**config.mk**
```make
export PLATFORM = sky130hd
export DESIGN_NAME = uart_case_echo
export DESIGN_NICKNAME = d
export VERILOG_FILES = /design/src/rtl/uart_case_echo.sv
export SDC_FILE = /design/constraint.sdc
export NUM_CORES = 1
export LEC_CHECK = 0
export ABC_CLOCK_PERIOD_IN_PS = 5490
export BUFFER_PORTS_ARGS = -buffer_cell sky130_fd_sc_hd__clkbuf_2
export CAP_MARGIN = 10
export CORE_UTILIZATION = 60
export CTS_BUF_LIST = sky130_fd_sc_hd__clkbuf_4 sky130_fd_sc_hd__clkbuf_8
export CTS_CLUSTER_SIZE = 10
export DETAILED_ROUTE_END_ITERATION = 16
export GPL_ROUTABILITY_DRIVEN = 0
export GPL_TIMING_DRIVEN = 0
export PLACE_DENSITY_LB_ADDON = 0.25
export REMOVE_ABC_BUFFERS = 1
export SLEW_MARGIN = 0
export SYNTH_ARGS = -nofsm -noshare
export SYNTH_HDL_FRONTEND = slang
export SYNTH_SLANG_ARGS = --single-unit
```
**constraint.sdc**
```tcl
create_clock -name clock -period 5.49 [get_ports clock]
set_clock_uncertainty 0.15 [all_clocks]
set_input_delay 0.2745 -clock clock [delete_from_list [all_inputs] [get_ports clock]]
set_output_delay 0.2745 -clock clock [all_outputs]
set_load 0.02 [all_outputs]
```
**src/rtl/uart_case_echo.sv**
```systemverilog
// UART echo with case transform: receives bytes on rx, applies the mode-selected
// case mapping, buffers them in a FIFO and retransmits them on tx (full duplex).
// Optional build macro UART_CASE_ECHO_PARITY_EN adds an even-parity bit on both RX and TX.
module uart_case_echo #(
    parameter int unsigned CLOCK_FREQUENCY = 100_000_000,
    parameter int unsigned BAUD_RATE       = 115_200,
    parameter int unsigned FIFO_AW         = 4
) (
    input  logic             clock,
    input  logic             reset,
    input  logic             rx,
    output logic             tx,
    input  logic [1:0]       mode,
    output logic [FIFO_AW:0] fifo_count,
    output logic             overflow,
    output logic             frame_err,
    output logic             tx_busy
);

    localparam int unsigned DIV       = CLOCK_FREQUENCY / BAUD_RATE;
    localparam int unsigned CW        = $clog2(DIV) + 1;
    localparam int unsigned DEPTH     = 2 ** FIFO_AW;
    localparam logic [CW-1:0] BIT_LAST  = CW'(DIV - 1);
    localparam logic [CW-1:0] HALF_LAST = CW'(DIV / 2 - 1);
    localparam logic [FIFO_AW:0] FULL_COUNT = (FIFO_AW + 1)'(DEPTH);

    typedef enum logic [2:0] {RxIdle, RxStart, RxData, RxParity, RxStop} rx_state_e;
    typedef enum logic [2:0] {TxIdle, TxStart, TxData, TxParity, TxStop} tx_state_e;

    // Case mapping applied at FIFO-write time.
    function automatic logic [7:0] case_xform(input logic [7:0] b, input logic [1:0] m);
        logic is_lower;
        logic is_upper;
        is_lower = (b >= 8'h61) && (b <= 8'h7A);
        is_upper = (b >= 8'h41) && (b <= 8'h5A);
        case (m)
            2'b01:   case_xform = is_lower ? b - 8'h20 : b;
            2'b10:   case_xform = is_upper ? b + 8'h20 : b;
            2'b11:   case_xform = is_lower ? b - 8'h20 : (is_upper ? b + 8'h20 : b);
            default: case_xform = b;
        endcase
    endfunction

    // rx synchroniser plus one delayed copy for falling-edge detection.
    logic rx_meta_q, rx_sync_q, rx_prev_q;
    always_ff @(posedge clock or posedge reset) begin
        if (reset) begin
            rx_meta_q <= 1'b1;
            rx_sync_q <= 1'b1;
            rx_prev_q <= 1'b1;
        end else begin
            rx_meta_q <= rx;
            rx_sync_q <= rx_meta_q;
            rx_prev_q <= rx_sync_q;
        end
    end

    rx_state_e     rx_state_q, rx_state_d;
    logic [CW-1:0] rx_cnt_q, rx_cnt_d;
    logic [2:0]    rx_bit_q, rx_bit_d;
    logic [7:0]    rx_shift_q, rx_shift_d;
    logic [7:0]    rx_byte_q, rx_byte_d;
    logic          rx_done_q, rx_done_d;
    logic          frame_err_q, frame_err_d;
`ifdef UART_CASE_ECHO_PARITY_EN
    logic          rx_perr_q, rx_perr_d;
`endif

    // RX next state: sample mid-bit, counting from the detected start edge.
    always_comb begin
        rx_state_d  = rx_state_q;
        rx_cnt_d    = rx_cnt_q;
        rx_bit_d    = rx_bit_q;
        rx_shift_d  = rx_shift_q;
        rx_byte_d   = rx_byte_q;
        rx_done_d   = 1'b0;
        frame_err_d = 1'b0;
`ifdef UART_CASE_ECHO_PARITY_EN
        rx_perr_d   = rx_perr_q;
`endif
        case (rx_state_q)
            RxIdle: begin
                if (rx_prev_q && !rx_sync_q) begin
                    rx_state_d = RxStart;
                    rx_cnt_d   = '0;
                end
            end
            RxStart: begin
                if (rx_cnt_q == HALF_LAST) begin
                    rx_cnt_d   = '0;
                    rx_bit_d   = '0;
                    // A start bit that is high again at mid-bit was only a glitch.
                    rx_state_d = rx_sync_q ? RxIdle : RxData;
                end else begin
                    rx_cnt_d = rx_cnt_q + CW'(1);
                end
            end
            RxData: begin
                if (rx_cnt_q == BIT_LAST) begin
                    rx_cnt_d   = '0;
                    rx_shift_d = {rx_sync_q, rx_shift_q[7:1]};
                    rx_bit_d   = rx_bit_q + 3'd1;
                    if (rx_bit_q == 3'd7) begin
`ifdef UART_CASE_ECHO_PARITY_EN
                        rx_state_d = RxParity;
`else
                        rx_state_d = RxStop;
`endif
                    end
                end else begin
                    rx_cnt_d = rx_cnt_q + CW'(1);
                end
            end
`ifdef UART_CASE_ECHO_PARITY_EN
            RxParity: begin
                if (rx_cnt_q == BIT_LAST) begin
                    rx_cnt_d   = '0;
                    rx_perr_d  = rx_sync_q ^ (^rx_shift_q);
                    rx_state_d = RxStop;
                end else begin
                    rx_cnt_d = rx_cnt_q + CW'(1);
                end
            end
`endif
            RxStop: begin
                if (rx_cnt_q == BIT_LAST) begin
                    rx_cnt_d   = '0;
                    rx_state_d = RxIdle;
`ifdef UART_CASE_ECHO_PARITY_EN
                    if (rx_sync_q && !rx_perr_q) begin
`else
                    if (rx_sync_q) begin
`endif
                        rx_done_d = 1'b1;
                        rx_byte_d = rx_shift_q;
                    end else begin
                        frame_err_d = 1'b1;
                    end
                end else begin
                    rx_cnt_d = rx_cnt_q + CW'(1);
                end
            end
            default: rx_state_d = RxIdle;
        endcase
    end

    // RX state register.
    always_ff @(posedge clock or posedge reset) begin
        if (reset) begin
            rx_state_q  <= RxIdle;
            rx_cnt_q    <= '0;
            rx_bit_q    <= '0;
            rx_shift_q  <= '0;
            rx_byte_q   <= '0;
            rx_done_q   <= 1'b0;
            frame_err_q <= 1'b0;
`ifdef UART_CASE_ECHO_PARITY_EN
            rx_perr_q   <= 1'b0;
`endif
        end else begin
            rx_state_q  <= rx_state_d;
            rx_cnt_q    <= rx_cnt_d;
            rx_bit_q    <= rx_bit_d;
            rx_shift_q  <= rx_shift_d;
            rx_byte_q   <= rx_byte_d;
            rx_done_q   <= rx_done_d;
            frame_err_q <= frame_err_d;
`ifdef UART_CASE_ECHO_PARITY_EN
            rx_perr_q   <= rx_perr_d;
`endif
        end
    end

    logic [7:0]         mem_q [DEPTH];
    logic [FIFO_AW-1:0] wr_ptr_q, wr_ptr_d, rd_ptr_q, rd_ptr_d;
    logic [FIFO_AW:0]   count_q, count_d;
    logic               overflow_q, overflow_d;
    logic               fifo_empty, fifo_full, fifo_wr, tx_pop;
    logic [7:0]         wr_byte;

    assign fifo_empty = (count_q == '0);
    assign fifo_full  = (count_q == FULL_COUNT);
    // A full FIFO still accepts when the TX pops in the same cycle.
    assign fifo_wr    = rx_done_q && (!fifo_full || tx_pop);
    assign wr_byte    = case_xform(rx_byte_q, mode);

    // FIFO pointer, occupancy and sticky overflow next state.
    always_comb begin
        wr_ptr_d   = wr_ptr_q;
        rd_ptr_d   = rd_ptr_q;
        count_d    = count_q;
        overflow_d = overflow_q || (rx_done_q && fifo_full && !tx_pop);
        if (fifo_wr) wr_ptr_d = wr_ptr_q + FIFO_AW'(1);
        if (tx_pop)  rd_ptr_d = rd_ptr_q + FIFO_AW'(1);
        if (fifo_wr && !tx_pop)      count_d = count_q + (FIFO_AW + 1)'(1);
        else if (!fifo_wr && tx_pop) count_d = count_q - (FIFO_AW + 1)'(1);
    end

    // FIFO state register.
    always_ff @(posedge clock or posedge reset) begin
        if (reset) begin
            wr_ptr_q   <= '0;
            rd_ptr_q   <= '0;
            count_q    <= '0;
            overflow_q <= 1'b0;
        end else begin
            wr_ptr_q   <= wr_ptr_d;
            rd_ptr_q   <= rd_ptr_d;
            count_q    <= count_d;
            overflow_q <= overflow_d;
        end
    end

    // FIFO storage; contents are don't-care until written.
    always_ff @(posedge clock) begin
        if (fifo_wr) mem_q[wr_ptr_q] <= wr_byte;
    end

    tx_state_e     tx_state_q, tx_state_d;
    logic [CW-1:0] tx_cnt_q, tx_cnt_d;
    logic [2:0]    tx_bit_q, tx_bit_d;
    logic [7:0]    tx_shift_q, tx_shift_d;
`ifdef UART_CASE_ECHO_PARITY_EN
    logic          tx_par_q, tx_par_d;
`endif

    // TX next state; a pop from Idle or end of Stop loads the next byte.
    always_comb begin
        tx_state_d = tx_state_q;
        tx_cnt_d   = tx_cnt_q;
        tx_bit_d   = tx_bit_q;
        tx_shift_d = tx_shift_q;
`ifdef UART_CASE_ECHO_PARITY_EN
        tx_par_d   = tx_par_q;
`endif
        tx_pop     = 1'b0;
        case (tx_state_q)
            TxIdle: tx_pop = !fifo_empty;
            TxStart: begin
                if (tx_cnt_q == BIT_LAST) begin
                    tx_cnt_d   = '0;
                    tx_bit_d   = '0;
                    tx_state_d = TxData;
                end else begin
                    tx_cnt_d = tx_cnt_q + CW'(1);
                end
            end
            TxData: begin
                if (tx_cnt_q == BIT_LAST) begin
                    tx_cnt_d   = '0;
                    tx_shift_d = {1'b0, tx_shift_q[7:1]};
                    tx_bit_d   = tx_bit_q + 3'd1;
                    if (tx_bit_q == 3'd7) begin
`ifdef UART_CASE_ECHO_PARITY_EN
                        tx_state_d = TxParity;
`else
                        tx_state_d = TxStop;
`endif
                    end
                end else begin
                    tx_cnt_d = tx_cnt_q + CW'(1);
                end
            end
`ifdef UART_CASE_ECHO_PARITY_EN
            TxParity: begin
                if (tx_cnt_q == BIT_LAST) begin
                    tx_cnt_d   = '0;
                    tx_state_d = TxStop;
                end else begin
                    tx_cnt_d = tx_cnt_q + CW'(1);
                end
            end
`endif
            TxStop: begin
                if (tx_cnt_q == BIT_LAST) begin
                    tx_cnt_d   = '0;
                    tx_state_d = TxIdle;
                    tx_pop     = !fifo_empty;
                end else begin
                    tx_cnt_d = tx_cnt_q + CW'(1);
                end
            end
            default: tx_state_d = TxIdle;
        endcase
        if (tx_pop) begin
            tx_state_d = TxStart;
            tx_cnt_d   = '0;
            tx_shift_d = mem_q[rd_ptr_q];
`ifdef UART_CASE_ECHO_PARITY_EN
            tx_par_d   = ^mem_q[rd_ptr_q];
`endif
        end
    end

    // TX state register.
    always_ff @(posedge clock or posedge reset) begin
        if (reset) begin
            tx_state_q <= TxIdle;
            tx_cnt_q   <= '0;
            tx_bit_q   <= '0;
            tx_shift_q <= '0;
`ifdef UART_CASE_ECHO_PARITY_EN
            tx_par_q   <= 1'b0;
`endif
        end else begin
            tx_state_q <= tx_state_d;
            tx_cnt_q   <= tx_cnt_d;
            tx_bit_q   <= tx_bit_d;
            tx_shift_q <= tx_shift_d;
`ifdef UART_CASE_ECHO_PARITY_EN
            tx_par_q   <= tx_par_d;
`endif
        end
    end

    // Line driver decoded from TX state so reset forces idle-high at once.
    always_comb begin
        tx = 1'b1;
        case (tx_state_q)
            TxStart: tx = 1'b0;
            TxData:  tx = tx_shift_q[0];
`ifdef UART_CASE_ECHO_PARITY_EN
            TxParity: tx = tx_par_q;
`endif
            default: tx = 1'b1;
        endcase
    end

    assign tx_busy    = (tx_state_q != TxIdle);
    assign fifo_count = count_q;
    assign overflow   = overflow_q;
    assign frame_err  = frame_err_q;

endmodule
```
==> results of run 1 <==
kinds of logic (layout without fill, tap and decap cells):
| group | Yosys count | count (layout) | share of synthesized area (%) |
|---|---|---|---|
| xor+xnor | 24 | 24 | 2.32 |
| fa+ha+maj | 20 | 20 | 2.84 |
| buf+inv | 50 | 106 | 2.20 |
| compound gates | 87 | 87 | 6.77 |
| simple gates | 190 | 190 | 11.0 |
| flops | 205 | 205 | 63.7 |
| mux | 58 | 58 | 11.1 |
per-stage QoR:
step / setup slack (ns) / power (mW)
2_1_floorplan: 2.26 / 1.84
3_3_place_gp: 1.49 / 1.87
3_5_place_dp: 1.76 / 1.88
4_1_cts: 1.71 / 3.21
5_1_grt: 1.44 / 3.30
6_report: 1.70 / 3.19
power groups by stage:
stage | Clock (mW) | Combinational (mW) | Sequential (mW)
after global placement | 0 | 0.155 | 1.71
after CTS | 1.36 | 0.168 | 1.69
after global routing | 1.42 | 0.188 | 1.69
after detailed placement | 0 | 0.165 | 1.72
after floorplan | 0 | 0.131 | 1.71
final | 1.34 | 0.166 | 1.69
worst reg2reg max path: cells and delay by family, from the launching register on:
family                   cells  cell delay, ns
AO/OA/AOI/OAI                3            1.01
adder cells (fa/ha/maj)      3            0.88
AND/OR/NAND/NOR              3            0.69
flip-flops                   1            0.40
XOR/XNOR                     2            0.28
buffers and inverters        2            0.25
routing by layer:
metal | GRT usage, % | routed length (um) | vias to the layer above
met4 | 10.3 | 504 | 0
met3 | 4.64 | 969 | 40
met2 | 36.9 | 8410 | 169
met5 | 0 | 0 | -
met1 | 32.2 | 7480 | 2752
li1 | - | - | 2477
sequential cells by signal, indices dropped and copies added, names as in the netlist, 3 cells and up:
register	cells
wr_ptr_q	4
rx_byte_q	8
tx_state_q	3
tx_bit_q	3
mem_q	128
rx_bit_q	3
rx_cnt_q	11
rx_state_q	3
tx_cnt_q	11
rd_ptr_q	4
fifo_count	5
rx_shift_q	8
tx_shift_q	8
final cells by class:
cell class / count / area share (%)
Sequential cell: 205 / 57.4
Multi-Input combinational cell: 379 / 30.9
Tap cell: 184 / 2.29
Inverter: 19 / 0.734
Clock inverter: 11 / 0.796
Timing Repair Buffer: 27 / 1.89
Clock buffer: 49 / 5.96
cells in the final DEF, fill, tap and decap left out, types with 14 or more instances in the layout:
cell type | synthesis | routed
a21oi_1 | 21 | 21
a22oi_1 | 14 | 14
clkbuf_2 | 0 | 15
clkbuf_8 | 0 | 37
dfrtp_1 | 74 | 72
edfxtp_1 | 128 | 128
ha_1 | 19 | 19
inv_1 | 19 | 18
mux2_2 | 21 | 21
mux4_2 | 32 | 32
nand2_1 | 41 | 41
nand3_1 | 15 | 15
nor2_1 | 40 | 40
nor3_1 | 22 | 21
xnor2_1 | 16 | 16
repair_timing:
item / CTS / global route
endpoints found under the hold margin: 36 / 0
setup endpoints to repair: 0 / 0
hold buffers: 2 / 0
worst max path at each step:
stage	to	slack (ns)
3_3_place_gp	mem_q[7][2]	1.49
5_1_grt	fifo_count[4]	1.44
4_1_cts	fifo_count[4]	1.71
6_report	fifo_count[4]	1.70
3_5_place_dp	fifo_count[4]	1.76
2_1_floorplan	fifo_count[4]	2.26
==> reports/metrics.sh, run 1 <==
CLK_PATH_BUF_DEPTH=3
WORSTPATHREQUIRED_NS=5.72
NETS=691
H-TREE-DEPTH=2
CRIT_START='tx_cnt_q[0]'
TNS_NS=0
SYNTH_FF_TYPE='edfxtp_1'
YOSYS_WARNINGS=0
TOTALWIRELENGTH_UM=17400
MULTIINPUTGATEAREA_UM2=3110
FINAL_CORE_UTILIZATION_PCT=68.7
POWER.DENSITY_CELL_AREA_nW_PER_UM2=317
DIE_X_UM=125
SHARE_OF_LAYOUT_CELLS_ABOVE_DRIVE_STRENGTH_1_PCT=22.2
GLOBALROUTE.TOTALOVERFLOW=0
SEQ_POWER_SHARE_PCT=52.9
WORST_SLEW_MARGIN_REL_PCT=19.5
DRV_CAP=0
GRT_PASS1_WL_UM=28300
FILLCELL_TOTAL=990
SEQCELLAREA_UM2=5780
SWITCHINGPOWER_mW=0.729
HOLD_VIOL=0
PLACEMENT.CELL_AREA_UM2=9340
PERIOD_NEEDED_NS=3.79
GRT_ANTENNA_BEFORE_REPAIR=0
POST_DRT_WL_PER_CELL_UM=19.9
NETLIST_AREA_UM2=9060
POST-ROUTE-PERIOD-UTIL_PCT=69.1
CRITICAL_PATH_ARRIVAL_NS=4.03
MEAN_NUMBER_OF_VIAS_PER_CELL=6.22
POWER.COMBINATIONAL.FRACTION_PCT=5.2
FINAL-SETUP-VIOL-COUNT=0
TIMING_MAX_TRANSITION_VIOLATIONS_FINAL=0
POWER.IR.VDD_WORST_uV=273
NUMCTSBUFFERS=34
SYNTH-EDFF-COUNT=128
DETAIL-ROUTE-ANTENNA-NETS=0
SYNTHARSTFLOPSHARE_PCT=37.6
CRIT_REG_REG_STARTPOINT='tx_cnt_q[0]'
CP-START-KIND='flop'
WORSTHOLDPATHCELLS=3
BUFFER_PORTS.INSERTED=13
MAXCLOCKFREQUENCY_GHz=0.264
DIE_H_UM=125
CP.DEPTH=13
POST_LAYOUT_NONFILLER_INSTANCES=874
FINISH.INSTANCE_AREA_UM2=10100
CTS_RESIZED=0
SETUP.WORST_PATH.END_CLASS='flop'
SYNTH_TOP_AREA_SHARE_PCT=42.4
CRIT_PATH_CELL_TRACE='ha_1 > nor4b_1 > nand4_1 > a211o_1 > inv_1 > ha_1 > inv_1 > fa_1 > a21o_1 > a21oi_1 > xnor2_1 > nor2_1 > xor2_1'
YS_SEQ_ELEMENTS=205
HOLD_CLASS='primary input to flop'
PLACED_CELLS=808
NUMBER_OF_GLOBAL_ROUTE_VIAS_BEFORE_REPAIR=5495
DRC_ERRORS=0
CRITICAL_PATH.TOP_DELAY_FAMILY='compound AO/OA/AOI/OAI gates'
P_SW_SHARE_PCT=22.9
POST_SYNTH_NUM_CELL_TYPES=61
CRIT_TYPE='flop to flop'
MOST_FREQUENT_CELL_AFTER_SYNTHESIS='edfxtp_1'
MAXIMUM_NUMBER_OF_PINS_ON_ONE_NET_BEFORE_GLOBAL_ROUTE_REPAIR=43
TIMING_WORST_SLEW_PIN_VALUE_NS=1.20
HOLD_SLACK_NS=0.0870
SYNTH-SEQ-AREA-SHARE_PCT=63.7
CLKPWRFRAC_PCT=41.9
CLK_PIN_SLEW_NS=0.06
REGTOREGSETUPSLACK_NS=1.70
CORE_AREA_UM2=14600
FLOORPLAN.INITIALDENSITY_PCT=61.9
VIAS=5438
CRITICAL_PATH_PEAK_FANOUT=19
N_ANTENNA_CELL=0
POST-CTS-SETUP-BUFFERS=0
GRT.TOTAL_USAGE_PCT=23.4
I_O_PINS=14
MIN-DELAY-START='mode[1]'
RSZ0062_AT_GRT='no'
INSERTION_DELAY_NS=0.53
R2R_END='fifo_count[4]'
DETAIL_ROUTE.FIRST_PASS.ITERATIONS=5
CLOCK_TREE.ROOT_CELL='clkbuf_8'
SYNTHESIS.INSTANCES=634
CRITICAL_PATH.MAX_STAGE_DELAY_NS=0.64
SYNTH_COMMONEST_CELLS='edfxtp_1 (128), dfrtp_1 (74), nand2_1 (41), nor2_1 (40), mux4_2 (32)'
STATUS='complete, no violations'
DIE_AREA_UM2=15600
CTS_TREE='built'
CRITPATHBUFINV=2
MIN_DELAY_WORST_ENDPOINT='mem_q[12][5]'
SYNTH.TOP_CELLS.BY_AREA='edfxtp_1 (42%), dfrtp_1 (20%), mux4_2 (8.0%)'
TRITONCTS_NUM_SINKS=205
FF2FF_PATH_DEPTH=13
DRT_ITER0_MARKERS=524
ROW_COUNT=44
HPWL_UM=11200
AREA_GROWTH_PCT=11.0
YOSYS.AREA.TOP_TYPE='edfxtp_1'
AVGSYNTHCELLAREA_UM2=14.3
CP_SLOWEST_CELL='a211o_1'
STATIC-LEAKAGE-POWER_nW=3.77
POWER_REPORT.INTERNAL_TOTAL_mW=2.46
Note: power is estimated with default switching activity, not from simulation.
==> inputs of run 2 (changes only) <==
Settings changed: ABC_CLOCK_PERIOD_IN_PS 5490 to 3700.
Clock period 5.49 ns to 3.7 ns, I/O delays scaled along.
==> run 2 against run 1 <==
  * Via count decreased by 0.18%
  * Highest routed layer unchanged
  * Critical path type unchanged
  * Fmax increased by 8.8%
  * Largest power group unchanged
  * Critical endpoint unchanged
  * Combinational power increased by 49%
==> reports/metrics.sh, run 2 (synthesis results as in run 1) <==
STATUS='complete, no violations'  # unchanged
FLOORPLAN.INITIALDENSITY_PCT=61.9  # unchanged
HOLD_VIOL=0  # unchanged
DRV_CAP=0  # unchanged
MEAN_NUMBER_OF_VIAS_PER_CELL=6.19  # was 6.22
WORST_SLEW_MARGIN_REL_PCT=19.3  # was 19.5%
GRT.TOTAL_USAGE_PCT=23.4  # about the same
POST_DRT_WL_PER_CELL_UM=19.9  # about the same
RSZ0062_AT_GRT='no'  # unchanged
CLK_PATH_BUF_DEPTH=3  # unchanged
SEQCELLAREA_UM2=5780  # unchanged
PLACED_CELLS=808  # unchanged
MAXCLOCKFREQUENCY_GHz=0.287  # was 0.264 GHz
FILLCELL_TOTAL=988  # was 990
CTS_TREE='built'  # unchanged
FINAL_CORE_UTILIZATION_PCT=69.0  # was 68.7%
CLK_PIN_SLEW_NS=0.06  # about the same
MET3ROUTEDLENGTH_UM=971  # was 969 um
MET2_LENGTH_UM=8550  # was 8410 um
LARGEST_REGISTERS='mem_q: 128 flops, rx_cnt_q: 11 flops, tx_cnt_q: 11 flops'  # unchanged
FINAL_CRITICAL_PATH_SETUP_SLACK_NS=0.214  # was 1.70 ns
POWER.DENSITY_CELL_AREA_nW_PER_UM2=469  # was 317 nW/um2
H-TREE-DEPTH=2  # unchanged
ROUTE.TOP_LAYER_USED='met4'  # unchanged
POST-ROUTE-PERIOD-UTIL_PCT=94.2  # was 69.1%
HPWL_UM=11200  # unchanged
SETUP.WORST_PATH.END_CLASS='flop'  # unchanged
DIE_AREA_UM2=15600  # unchanged
CRITICAL_PATH_PEAK_FANOUT=19  # unchanged
TOTAL_POWER_mW=4.73  # was 3.19 mW
BUFFER_PORTS.INSERTED=13  # unchanged
NUMBER_OF_GLOBAL_ROUTE_VIAS_BEFORE_REPAIR=5489  # was 5,495
FINISH.INSTANCE_AREA_UM2=10100  # about the same
PLACEMENT.CELL_AREA_UM2=9340  # unchanged
FINAL-SETUP-VIOL-COUNT=0  # unchanged
N_ANTENNA_CELL=0  # unchanged
ROW_COUNT=44  # unchanged
PLACE_WS_NS=-0.0341  # was 1.76 ns
TOTALWIRELENGTH_UM=17500  # was 17,400 um
CP-START-KIND='flop'  # unchanged
DRT_ITER0_MARKERS=559  # was 524
POST_LAYOUT_NONFILLER_INSTANCES=877  # was 874
VIAS=5428  # was 5,438
LAYOUT_COMMONEST_CELL='edfxtp_1'  # unchanged
CRIT_TYPE='flop to flop'  # unchanged
INSERTION_DELAY_NS=0.52  # was 0.53 ns
TNS_NS=0  # unchanged
GRT_ANTENNA_BEFORE_REPAIR=0  # unchanged
LARGEST_REG_FLOPS=128  # unchanged
CORE_AREA_UM2=14600  # unchanged
COMMONEST_CELLS_AFTER_ROUTING_FILL_AND_TAPS_ASIDE='edfxtp_1 (128), dfrtp_1 (72), nand2_1 (41)'  # unchanged
HOLD_SLACK_NS=0.0922  # was 0.0870 ns
CLOCK_TREE.ROOT_CELL='clkbuf_8'  # unchanged
DIE_H_UM=125  # unchanged
DRC_ERRORS=0  # unchanged
POWER.IR.VDD_WORST_uV=404  # was 273 uV
GLOBALROUTE.TOTALOVERFLOW=0  # unchanged
LARGEST_REGISTER='mem_q'  # unchanged
CRITICAL_PATH_ARRIVAL_NS=3.72  # was 4.03 ns
MULTIINPUTGATEAREA_UM2=3120  # was 3110 um2
TIMING_WORST_SLEW_PIN_VALUE_NS=1.20  # about the same
GRT_PASS1_WL_UM=28300  # about the same
TIMING_MAX_TRANSITION_VIOLATIONS_FINAL=0  # unchanged
HOLD_CLASS='primary input to async pin'  # was primary input to flop
MAXIMUM_NUMBER_OF_PINS_ON_ONE_NET_BEFORE_GLOBAL_ROUTE_REPAIR=43  # unchanged
DETAIL_ROUTE.FIRST_PASS.ITERATIONS=5  # unchanged
NETS=694  # was 691
I_O_PINS=14  # unchanged
SHARE_OF_LAYOUT_CELLS_ABOVE_DRIVE_STRENGTH_1_PCT=22.7  # was 22.2%
PERIOD_NEEDED_NS=3.49  # was 3.79 ns
TRITONCTS_NUM_SINKS=205  # unchanged
NUMCTSBUFFERS=34  # unchanged
DIE_X_UM=125  # unchanged
WORSTPATHREQUIRED_NS=3.93  # was 5.72 ns
MET1WIRELENGTH_UM=7450  # was 7480 um
AREA_GROWTH_PCT=11.4  # was 11.0%
STATIC-LEAKAGE-POWER_nW=3.78  # was 3.77 nW
DETAIL-ROUTE-ANTENNA-NETS=0  # unchanged
run 2: cell types whose count changed in the layout (fill, tap and decap cells not counted), sizes merged:
cell         change
buf              +2
dlygate4sd3      +1
run 2: routing by layer:
layer / vias to the layer above / track usage [%]
met3: 36 / 4.64
met4: 0 / 10.3
li1: 2483 / -
met2: 152 / 36.9
met5: - / 0
met1: 2757 / 32.2
run 2: path summary, 6_finish.rpt:
check / start / to / slack [ns] / cells after the start
worst max-delay path: tx_cnt_q[0] / fifo_count[4] / 0.21 / 14
worst min-delay path: reset / rx_cnt_q[3] / 0.09 / 3
worst max register to register: tx_cnt_q[0] / fifo_count[4] / 0.21 / 14
worst min register to register: rx_meta_q / rx_sync_q / 0.21 / 0
max in group asynchronous: reset / rd_ptr_q[1] / 2.69 / 4
min in group clock: rx / rx_meta_q / 0.15 / 2
run 2: critical path, stage by stage, from the launching register on:
cell,delay [ns]
dfrtp_1,0.40
ha_1,0.27
nor4b_1,0.27
nand4_1,0.14
buf_4,0.19
a211o_4,0.43
inv_1,0.09
ha_1,0.18
inv_1,0.11
fa_1,0.42
a21o_1,0.19
a21oi_1,0.17
xnor2_1,0.14
nor2_1,0.06
xor2_1,0.14
run 2: area by class of cell:
type                            instances  share of cell area, %
Multi-Input combinational cell        379                   30.9
Inverter                               19                  0.731
Clock buffer                           49                   5.94
Timing Repair Buffer                   30                   2.13
Tap cell                              184                   2.28
Clock inverter                         11                  0.793
Sequential cell                       205                   57.2
run 2: timing repair:
item | CTS | global route
setup buffers | 0 | 2
resized for setup | 1 | 2
hold buffers | 3 | 0
endpoints found under the hold margin | 79 | 0
setup endpoints to repair | 1 | 2
pin swaps | 0 | 1
run 2: power by group:
part           internal (mW)  switching (mW)
Clock                   1.12           0.865
Sequential              2.44          0.0630
Combinational         0.0969           0.151
==> inputs of run 3 (changes only) <==
Settings changed: RECOVER_POWER set to 100.
==> run 3 against run 2 <==
  * Register-to-register slack barely moved
  * Core utilization fell by 0.73 points
  * The run now ends with capacitance limit, slew limit left
  * Combinational power fell by 9.3%
  * Sequential power barely moved
  * Final area fell by 1.1%
  * Non-clock buffer count did not move
  * Global-route usage did not move
  * Hold slack improved by 0.049 ns
==> reports/metrics.sh, run 3 (synthesis results as in run 1) <==
NUMBER_OF_GLOBAL_ROUTE_VIAS_BEFORE_REPAIR=5489  # unchanged
RSZ0062_AT_GRT='no'  # unchanged
POST-ROUTE-PERIOD-UTIL_PCT=94.2  # about the same
SETUP.WORST_PATH.END_CLASS='flop'  # unchanged
FLOORPLAN.INITIALDENSITY_PCT=61.9  # unchanged
STATIC-LEAKAGE-POWER_nW=3.69  # was 3.78 nW
POWER.COMBINATIONAL.FRACTION_PCT=4.8  # was 5.2%
NETS=694  # unchanged
CRITICAL_PATH_PEAK_FANOUT=19  # unchanged
LARGEST_REGISTER='mem_q'  # unchanged
I_O_PINS=14  # unchanged
DIE_X_UM=125  # unchanged
TOTALWIRELENGTH_UM=17400  # was 17,500 um
DETAIL-ROUTE-ANTENNA-NETS=0  # unchanged
FINAL_CRITICAL_PATH_SETUP_SLACK_NS=0.215  # was 0.214 ns
LARGEST_REG_FLOPS=128  # unchanged
POWER_REPORT.INTERNAL_TOTAL_mW=3.64  # was 3.65 mW
AREA_GROWTH_PCT=10.2  # was 11.4%
CTS_TREE='built'  # unchanged
DRT_ITER0_MARKERS=630  # was 559
DIE_AREA_UM2=15600  # unchanged
CLKPWRFRAC_PCT=42.1  # was 41.8%
FF2FF_PATH_DEPTH=14  # unchanged
HOLD_VIOL=0  # unchanged
MULTIINPUTGATEAREA_UM2=3070  # was 3120 um2
MEAN_NUMBER_OF_VIAS_PER_CELL=6.20  # was 6.19
STATUS='complete, but fails checks'  # was complete, no violations
POWER.DENSITY_CELL_AREA_nW_PER_UM2=472  # was 469 nW/um2
MAXIMUM_NUMBER_OF_PINS_ON_ONE_NET_BEFORE_GLOBAL_ROUTE_REPAIR=43  # unchanged
PERIOD_NEEDED_NS=3.48  # was 3.49 ns
TIMING_WORST_SLEW_PIN_VALUE_NS=1.51  # was 1.20 ns
FAILED_CHECKS='capacitance limit, slew limit'
REGTOREGSETUPSLACK_NS=0.22  # was 0.21 ns
INSERTION_DELAY_NS=0.52  # about the same
MAXCLOCKFREQUENCY_GHz=0.287  # about the same
LARGEST_REGISTERS='mem_q: 128 flops, rx_cnt_q: 11 flops, tx_cnt_q: 11 flops'  # unchanged
WORSTPATHREQUIRED_NS=3.93  # about the same
CRIT_START='tx_cnt_q[0]'  # unchanged
GLOBALROUTE.TOTALOVERFLOW=0  # unchanged
DRV_CAP=1  # was 0
DETAIL_ROUTE.FIRST_PASS.ITERATIONS=5  # unchanged
CLOCK_TREE.ROOT_CELL='clkbuf_8'  # unchanged
VIAS=5437  # was 5,428
SEQCELLAREA_UM2=5780  # unchanged
CORE_AREA_UM2=14600  # unchanged
CP-ENDPOINT='fifo_count[4]'  # unchanged
FILLCELL_TOTAL=1013  # was 988
LAYOUT_COMMONEST_CELL='edfxtp_1'  # unchanged
CRITICAL_PATH.MAX_STAGE_DELAY_NS=0.43  # about the same
ROW_COUNT=44  # unchanged
POST_DRT_WL_PER_CELL_UM=19.9  # about the same
COMMONEST_CELLS_AFTER_ROUTING_FILL_AND_TAPS_ASIDE='edfxtp_1 (128), dfrtp_1 (72), nand2_1 (41), nor2_1 (41), clkbuf_8 (37)'  # was edfxtp_1 (128), dfrtp_1 (72), nand2_1 (41)
HOLD_CLASS='primary input to flop'  # was primary input to async pin
R2R_END='fifo_count[4]'  # unchanged
SWITCHINGPOWER_mW=1.07  # was 1.08 mW
POWER.IR.VDD_WORST_uV=404  # about the same
FINISH.INSTANCE_AREA_UM2=9990  # was 10,100 um2
CRIT_PATH_CELL_TRACE='ha_1 > nor4b_1 > nand4_1 > buf_4 > a211o_4 > inv_1 > ha_1 > inv_1 > fa_1 > a21o_1 > a21oi_1 > xnor2_1 > nor2_1 > xor2_1'  # unchanged
CP-START-KIND='flop'  # unchanged
TIMING_MAX_TRANSITION_VIOLATIONS_FINAL=37  # was 0
BUFFER_PORTS.INSERTED=13  # unchanged
CRITICAL_PATH_ARRIVAL_NS=3.72  # about the same
GRT.TOTAL_USAGE_PCT=23.4  # unchanged
HPWL_UM=11200  # unchanged
TRITONCTS_NUM_SINKS=205  # unchanged
CP_SLOWEST_CELL='a211o_4'  # unchanged
SEQ_POWER_SHARE_PCT=53.1  # was 52.9%
CRIT_REG_REG_STARTPOINT='tx_cnt_q[0]'  # unchanged
WORSTHOLDPATHCELLS=5
DRC_ERRORS=0  # unchanged
SHARE_OF_LAYOUT_CELLS_ABOVE_DRIVE_STRENGTH_1_PCT=18.6  # was 22.7%
DIE_H_UM=125  # unchanged
CLK_PATH_BUF_DEPTH=3  # unchanged
FINAL-SETUP-VIOL-COUNT=0  # unchanged
PLACE_WS_NS=-0.0341  # unchanged
PLACEMENT.CELL_AREA_UM2=9340  # unchanged
NUMCTSBUFFERS=34  # unchanged
CLK_PIN_SLEW_NS=0.06  # about the same
WORST_SLEW_MARGIN_REL_PCT=-1.47  # was 19.3%
GRT_PASS1_WL_UM=28300  # unchanged
GRT_ANTENNA_BEFORE_REPAIR=0  # unchanged
H-TREE-DEPTH=2  # unchanged
CRIT_TYPE='flop to flop'  # unchanged
N_ANTENNA_CELL=0  # unchanged
P_SW_SHARE_PCT=22.8  # about the same
[run 3: cell types whose count changed in the layout (fill, tap and decap cells not counted), sizes merged]
cell	before	now
clkinvlp	0	1
clkbuf	64	74
buf	12	2
inv	21	20
[run 3: repair_timing]
item / 4_1_cts / 5_1_grt
endpoints found under the hold margin: 79 / 0
hold buffers: 3 / 0
buffers inserted: 0 / 2
pin swaps: 0 / 1
gates resized for setup: 1 / 2
endpoints found under the setup margin: 1 / 2
[run 3: worst min-delay path by stage]
stage | startpoint | to | slack, ns
detailed placement | reset | rx_cnt_q[5] | 0.07
CTS | reset | rx_state_q[0] | 0.07
floorplan | rx | rx_meta_q | 0.04
global route | rx | rx_meta_q | 0.13
global placement | rx | rx_meta_q | 0.13
finish | mode[0] | mem_q[12][5] | 0.14
[run 3: stage by stage]
| step | setup TNS (ns) | hold slack, ns | power [mW] | std cells | util (%) |
|---|---|---|---|---|---|
| after detailed placement | -0.0341 | 0.0717 | 2.79 | 808 | 63.7 |
| after floorplan | 0 | 0.0395 | 2.72 | 603 | - |
| after global routing | 0 | 0.129 | 4.87 | 877 | 68.2 |
| after global placement | -5.76 | 0.126 | 2.77 | 800 | 63.0 |
| final | 0 | 0.141 | 4.71 | 877 | 68.2 |
| after CTS | 0 | 0.0678 | 4.76 | 871 | 68.6 |
[run 3: layout make-up]
type / instances / area share (%)
inverter: 19 / 0.726
sequential: 205 / 57.8
tap: 184 / 2.30
clock buffer: 49 / 6.00
multi-input combinational: 379 / 30.8
clock inverter: 11 / 0.802
timing repair buffer: 30 / 1.59
[run 3: worst max-delay path: cells and delay by family (launching register included)]
| family | cells | cell delay [ns] |
|---|---|---|
| buffers and inverters | 3 | 0.39 |
| XOR/XNOR | 2 | 0.28 |
| flip-flops | 1 | 0.40 |
| adder cells (fa/ha/maj) | 3 | 0.87 |
| AO/OA/AOI/OAI | 3 | 0.79 |
| AND/OR/NAND/NOR | 3 | 0.47 |
[run 3: power groups by stage]
stage / Sequential, mW / Combinational (mW) / Clock [mW]
detailed placement: 2.55 / 0.245 / 0
finish: 2.50 / 0.225 / 1.98
CTS: 2.50 / 0.250 / 2.01
global route: 2.51 / 0.257 / 2.11
global placement: 2.54 / 0.230 / 0
floorplan: 2.53 / 0.194 / 0
[run 3: per-layer routing]
metal	vias to the layer above	GRT usage, %	part of all wire, %
li1	2485	-	-
met1	2731	32.2	42
met2	179	36.9	49
met3	42	4.64	6.0
met4	0	10.3	3.0
met5	-	0	0
